### config.mk
export PLATFORM = sky130hd
export DESIGN_NAME = ram_copy_dma
export DESIGN_NICKNAME = d
export VERILOG_FILES = /design/src/rtl/ram_dma_pkg.sv /design/src/rtl/ram_copy_dma.sv
export SDC_FILE = /design/constraint.sdc
export NUM_CORES = 1
export LEC_CHECK = 0
export BUFFER_PORTS_ARGS = -buffer_cell sky130_fd_sc_hd__buf_2
export CORE_AREA = 2 2 81 83
export DETAILED_ROUTE_END_ITERATION = 7
export DIE_AREA = 0 0 83 85
export PLACE_DENSITY = 0.82
export SLEW_MARGIN = 20
export SYNTH_ARGS = -nofsm -noshare
export SYNTH_HDL_FRONTEND = slang
export SYNTH_SLANG_ARGS = --single-unit
export TNS_END_PERCENT = 50
### constraint.sdc
create_clock -name clk -period 2.65 [get_ports clk]
set_input_delay 0.3975 -clock clk [delete_from_list [all_inputs] [get_ports clk]]
set_output_delay 0.3975 -clock clk [all_outputs]
set_load 0.05 [all_outputs]
### src/rtl/ram_dma_pkg.sv
// Shared definitions for the RAM block-copy engine: default geometry and FSM state encoding.
package ram_dma_pkg;

    localparam int unsigned ADDR_W  = 5;
    localparam int unsigned DATA_W  = 32;
    localparam int unsigned MAX_LEN = 32;

    typedef enum logic [2:0] {
        ST_IDLE,
        ST_RD,
        ST_LD,
        ST_WR,
        ST_DONE
    } dma_state_e;

endpackage

### src/rtl/ram_copy_dma.sv
// Single-channel block copy engine driving a synchronous RAM: read, load, write, 3 cycles per word.
module ram_copy_dma
    import ram_dma_pkg::*;
#(
    parameter int unsigned ADDR_W = ram_dma_pkg::ADDR_W,
    parameter int unsigned DATA_W = ram_dma_pkg::DATA_W
) (
    input  logic              clk,
    input  logic              reset,
    input  logic              start,
    input  logic [ADDR_W-1:0] src_addr,
    input  logic [ADDR_W-1:0] dst_addr,
    input  logic [ADDR_W:0]   length,
    output logic              busy,
    output logic              done,
    output logic              ram_cen,
    output logic              ram_wen,
    output logic [ADDR_W-1:0] ram_addr,
    output logic [DATA_W-1:0] ram_din,
    input  logic [DATA_W-1:0] ram_dout
);

    localparam int unsigned CNT_W = ADDR_W + 1;
    localparam logic [CNT_W-1:0] DEPTH = CNT_W'(1 << ADDR_W);

    dma_state_e        state_q, state_d;
    logic [CNT_W-1:0]  cnt_q, cnt_d;
    logic [CNT_W-1:0]  len_q, len_d;
    logic [ADDR_W-1:0] src_q, src_d;
    logic [ADDR_W-1:0] dst_q, dst_d;
    logic [DATA_W-1:0] data_q, data_d;
    logic              busy_q, busy_d;
    logic              done_q, done_d;
    logic              cen_q, cen_d;
    logic              wen_q, wen_d;
    logic [ADDR_W-1:0] addr_q, addr_d;
    logic [DATA_W-1:0] din_q, din_d;
    logic [CNT_W-1:0]  len_eff;

    assign len_eff = (length > DEPTH) ? DEPTH : length;

    // Outputs are computed for the state being entered so every RAM pin comes straight from a flop.
    always_comb begin
        state_d = state_q;
        cnt_d   = cnt_q;
        len_d   = len_q;
        src_d   = src_q;
        dst_d   = dst_q;
        data_d  = data_q;
        busy_d  = busy_q;
        done_d  = 1'b0;
        cen_d   = 1'b0;
        wen_d   = 1'b0;
        addr_d  = addr_q;
        din_d   = din_q;
        case (state_q)
            ST_IDLE: begin
                busy_d = 1'b0;
                if (start) begin
                    src_d = src_addr;
                    dst_d = dst_addr;
                    len_d = len_eff;
                    cnt_d = '0;
                    if (len_eff == '0) begin
                        state_d = ST_DONE;
                        done_d  = 1'b1;
                    end else begin
                        state_d = ST_RD;
                        busy_d  = 1'b1;
                        cen_d   = 1'b1;
                        addr_d  = src_addr;
                    end
                end
            end
            ST_RD: begin
                state_d = ST_LD;
                busy_d  = 1'b1;
            end
            ST_LD: begin
                state_d = ST_WR;
                busy_d  = 1'b1;
                data_d  = ram_dout;
                cen_d   = 1'b1;
                wen_d   = 1'b1;
                addr_d  = dst_q + cnt_q[ADDR_W-1:0];
                din_d   = ram_dout;
            end
            ST_WR: begin
                cnt_d = cnt_q + CNT_W'(1);
                if (cnt_d == len_q) begin
                    state_d = ST_DONE;
                    busy_d  = 1'b0;
                    done_d  = 1'b1;
                end else begin
                    state_d = ST_RD;
                    busy_d  = 1'b1;
                    cen_d   = 1'b1;
                    addr_d  = src_q + cnt_d[ADDR_W-1:0];
                end
            end
            ST_DONE: begin
                state_d = ST_IDLE;
                busy_d  = 1'b0;
            end
            default: begin
                state_d = ST_IDLE;
                busy_d  = 1'b0;
            end
        endcase
    end

    always_ff @(posedge clk) begin
        if (reset) begin
            state_q <= ST_IDLE;
            cnt_q   <= '0;
            len_q   <= '0;
            src_q   <= '0;
            dst_q   <= '0;
            data_q  <= '0;
            busy_q  <= 1'b0;
            done_q  <= 1'b0;
            cen_q   <= 1'b0;
            wen_q   <= 1'b0;
            addr_q  <= '0;
            din_q   <= '0;
        end else begin
            state_q <= state_d;
            cnt_q   <= cnt_d;
            len_q   <= len_d;
            src_q   <= src_d;
            dst_q   <= dst_d;
            data_q  <= data_d;
            busy_q  <= busy_d;
            done_q  <= done_d;
            cen_q   <= cen_d;
            wen_q   <= wen_d;
            addr_q  <= addr_d;
            din_q   <= din_d;
        end
    end

    assign busy     = busy_q;
    assign done     = done_q;
    assign ram_cen  = cen_q;
    assign ram_wen  = wen_q;
    assign ram_addr = addr_q;
    assign ram_din  = din_q;

endmodule

# Word level (Yosys, flattened, before mapping)
# Cells that the tools add are included.
[op_classes] eq_ne=7 order_cmp=1 bitwise=0 div_mod_pow=0 n_mul=0 n_shift=0 addsub=3 reduce_logical=8 muxes=21
[ops] op="5-bit 2-to-1 mux" n=3
[ops] op="5-bit case mux with 3 select lines" n=1
[ops] op="6-bit 2-to-1 mux" n=2
[ops] op="3-bit case mux with 4 select lines" n=1
[ops] op="6-bit case mux with 2 select lines" n=1
[ops] op="5-bit adder" n=2
[ops] op="3-bit 2-to-1 mux" n=3
[ops] op="1-bit 2-to-1 mux" n=7
[ops] op="6-bit by 1-bit adder with 6-bit output (second input constant)" n=1
[ops] op="3-bit by 2-bit == test with 1-bit output (second input constant)" n=2
[ops] op="6-bit == test" n=1
[ops] op="6-bit > comparator (second input constant)" n=1
[ops] op="6-bit zero test" n=1
[ops] op="2-bit inequality test (second input constant)" n=3
[ops] op="1-bit case mux with 3 select lines" n=2
[ops] op="2-bit AND reduction" n=2
[ops] op="4-bit AND reduction" n=1
[ops] op="3-bit by 1-bit == test with 1-bit output (second input constant)" n=1
[ops] op="3-bit zero test" n=1
[ops] op="3-bit nonzero test" n=1
[ops] op="1-bit case mux with 2 select lines" n=1
[ops] op="2-bit nonzero test" n=1
[ops] op="2-bit OR reduction" n=1
[word_totals] output_inout_bits=41 ramBits=0 romBits=0 register_bits=66 wordCells=51 memories=0 latch_bits=0 in_bits=51

# Longest topological paths before layout
[depth] ltp_word=6 depth_mapped=8 ltp_nobuf=8

# Worst setup path before layout
# OpenSTA, ideal clock, no wires.
[synth_timing] path_kind="register to register" startpoint="register cnt_q[0]" endpoint="register addr_q[4], in the netlist ram_addr[4]" synth_period_minus_slack_ns=2.010 path_slack_ns=0.640 path_buffers=0 setup_time_ns=0.120 stages_incl_launch_ff=9 required_time_ns=2.530 t_arrival_ns=1.890 path_cell_list="dfxtp_1 -> ha_1 -> inv_1 -> fa_1 -> nor2b_1 -> o21ai_0 -> nor4b_1 -> a211o_1 -> o31a_1"
[synth_between] elab_chain_len=4 word_cells_on_any_way=8 classes_between="3 x add/sub; 2 x eq/ne; 2 x mux; 1 x reduce/logical"
[synth_lines] element="start, declared" line="ram_copy_dma.sv:27" text="logic [CNT_W-1:0] cnt_q, cnt_d;"
[synth_lines] element="start signal, assigned" line="ram_copy_dma.sv:128" text="cnt_q <= cnt_d;"
[synth_lines] element="6-bit by 1-bit adder with 6-bit output" line="ram_copy_dma.sv:89" text="cnt_d = cnt_q + CNT_W'(1);"
[synth_lines] element="5-bit adder / 6-bit == test (equally long branches)" line="ram_copy_dma.sv:98, ram_copy_dma.sv:90"
[synth_lines] element="5-bit 2-to-1 mux / 2-bit inequality test (equally long branches)"
[synth_lines] element="5-bit case mux with 3 select lines / 4-bit AND reduction (equally long branches)"
[synth_lines] element="end signal, assigned" line="ram_copy_dma.sv:137" text="addr_q <= addr_d;"
[synth_lines] element="end, declared" line="ram_copy_dma.sv:36" text="logic [ADDR_W-1:0] addr_q, addr_d;"
# Parallel ways exist; a longest one is shown, timed or not. The select of a mux whose other input is x is not followed.
# A chain may end at the register's enable or synchronous reset.

# Final worst setup path
[layout_timing] startpoint="register cnt_q[0]" endpoint="register addr_q[0], in the netlist ram_addr[0]"
# The elaborated chain is that of the path after synthesis.

==> results.tsv <==
metric	value	unit
Cell Int Power	1.77	mW
die span in y	85	um
first-iteration detailed-routing DRC count	123	
critical path peak fanout	8	
Vias	2777	
Synth Instances	363	
CP max stage delay	0.48	ns
post-synth top area share	0.444	
share of layout cells above drive strength 1	0.257	
CTS root buffer	clkbuf_8	
Total Power	2.73	mW
post-layout util	0.593	
drt wl/cell	13.6	um
Slew Limit Headroom	0.514	
post-route design area	0.00368	mm2
CP required	2.92	ns
Reg power frac	0.424	
number of cell rows	29	
Synth cell types	43	
max cap viols	0	
Synth top cells by count	100 x nand2_1, 66 x dfxtp_1, 58 x a21oi_1	
TritonRoute pass-1 iters	4	
critical-path cell list	ha_1 -> xor2_2 -> xor2_1 -> nor4_2 -> a311o_1 -> mux2i_1	
# Post-CTS Setup Buffers	0	
dpl cells	517	
Clk Latency, worst-skew pair	0.34	ns
total CTS buffers	9	
Clock H-tree levels	3	
Logic pwr share	0.269	
Total Nets Final	513	
largest net degree at the start of global routing	35	
vias per cell	5.21	
crit path kind	reg2reg	
Setup WS pre-CTS	0.402	ns
top cell type by total area after synthesis	dfxtp_1	
Fmax	438	MHz
Starting Density	0.479	
core footprint	0.00620	mm2
total gr overflow	0	
CP startpoint kind	register	
slowest cell on the critical path	dfxtp_1	
IO Count	92	
Final Cycle Share	0.862	
Seq/Total Area, Yosys	0.444	
outcome	completed	
NetSw	966	uW
gr usage total	0.210	
die area	0.00706	mm2
Final WS setup	0.366	ns
most frequent cell after synthesis	nand2_1	
vias in the first global route	2708	
Cell Pwr Density	743	mW/mm2
Yosys reg bits	66	
post_cts resized	0	
RSZ-0062 raised after global routing	false	
initial antenna violation count	0	
cts hold-fix bufs	0	
peak supply drop	0.424	mV
largest cells by area after synthesis	dfxtp_1 44%, nand2_1 13%, a21oi_1 9.8%	
non-filler cells, final	533	
first-pass GRT wire length	12.1	mm
post-route ant nets	0	
placed instance area	0.00348	mm2
CTS tree	built	
Clock Power Share	0.307	
FF-to-FF setup slack	0.37	ns
EDFF count, synth	0	
Hold Path Class	in2reg	
Main synth FF type	dfxtp_1	
# setup viols final	0	
Residual DRC	0	
final hold violations	0	
Fin Clk Skew	0.0102	ns
DIE WIDTH	83	um
Sw Ratio	0.353	
Final HPWL DP	5.25	mm
Tmin final	2.28	ns
setup TNS	0	ns
Critical Path End Type	register	
Area Overhead vs Synth	23.7	%
CTS sink count	66	
Cell Area, Synth	0.00297	mm2
final wirelength	7.27	mm
Syn. warnings	0	
Slew Viols, Final	0	
Leak	1.62	nW
Post-synth ARST share	0	
Synth Area per Inst	8.19	um2
CTS Buffer Depth	2	
clk slew on worst S/H paths	0.07	ns
Worst EP arrival	2.55	ns
hold slack	0.291	ns
# diodes	0	
Post-Syn Nets	425	
port buffer count	91	
worst slew pin tran	0.725	ns
Final Wtd Congestion	0.942	
## routing by layer
metal	up-vias	wire, um	global-route usage
li1	1390	-	-
met3	15	594	0.0720
met4	0	119	0.0730
met2	103	3470	0.364
met5	-	0	0
met1	1269	3090	0.244
## flip-flops by register name (all words and copies together), names as in the netlist
| signal | cells |
|---|---|
| busy | 1 |
| cnt_q | 6 |
| done | 1 |
| dst_q | 5 |
| len_q | 6 |
| ram_addr | 5 |
| ram_cen | 1 |
| ram_din | 32 |
| ram_wen | 1 |
| src_q | 5 |
| state_q | 3 |
## placed cells by master (no fill, tap or decap), types with 7 or more instances in the layout
cell	n
clkbuf_8	10
dfxtp_1	66
nand2_1	100
ha_1	9
nand2b_1	7
xnor2_1	10
buf_2	91
inv_1	8
a21oi_1	58
nor2_1	19
## power by group through the flow
stage / clock network, mW / logic, mW / registers, mW
after floorplan: 0 / 0.335 / 1.39
after global placement: 0 / 0.724 / 1.17
after detailed placement: 0 / 0.735 / 1.18
after CTS: 0.859 / 0.737 / 1.16
after global routing: 0.900 / 0.795 / 1.17
final: 0.840 / 0.735 / 1.16
## logic make-up (layout without fill, tap and decap cells)
| group | count (synthesis) | count (layout) | synth area share |
|---|---|---|---|
| DFF | 66 | 66 | 0.444 |
| buffers and inverters | 27 | 120 | 0.0379 |
| AOI/OAI and AO/OA | 82 | 82 | 0.160 |
| and+or+nand+nor | 154 | 154 | 0.229 |
| xor gates and xnor gates | 18 | 18 | 0.0602 |
| muxes | 5 | 5 | 0.0168 |
| adders and majority gates | 11 | 11 | 0.0513 |
## path summary, 6_finish.rpt
kind,start,cells past startpoint,endpoint
setup reg to reg,cnt_q[0],6,ram_addr[0]
hold / removal,ram_dout[24],3,ram_din[24]
setup / recovery,cnt_q[0],6,ram_addr[0]
hold reg to reg,ram_din[27],2,ram_din[27]
## critical path, delay by kind of cell (launching register included)
family	cells	cell delay [ns]
AND/OR/NAND/NOR	1	0.43
adder cells (fa/ha/maj)	1	0.31
multiplexers	1	0.22
XOR/XNOR	2	0.31
AO/OA/AOI/OAI	1	0.47
flip-flops	1	0.48
## final cells by class
class | count | area, um2
Clock buffer | 12 | 145
Clock inverter | 4 | 51.3
Fill cell | 556 | 2520
Inverter | 8 | 30.0
Multi-Input combinational cell | 270 | 1540
Sequential cell | 66 | 1320
Tap cell | 77 | 96.3
Timing Repair Buffer | 96 | 493
(Power assumes the default switching activity.)
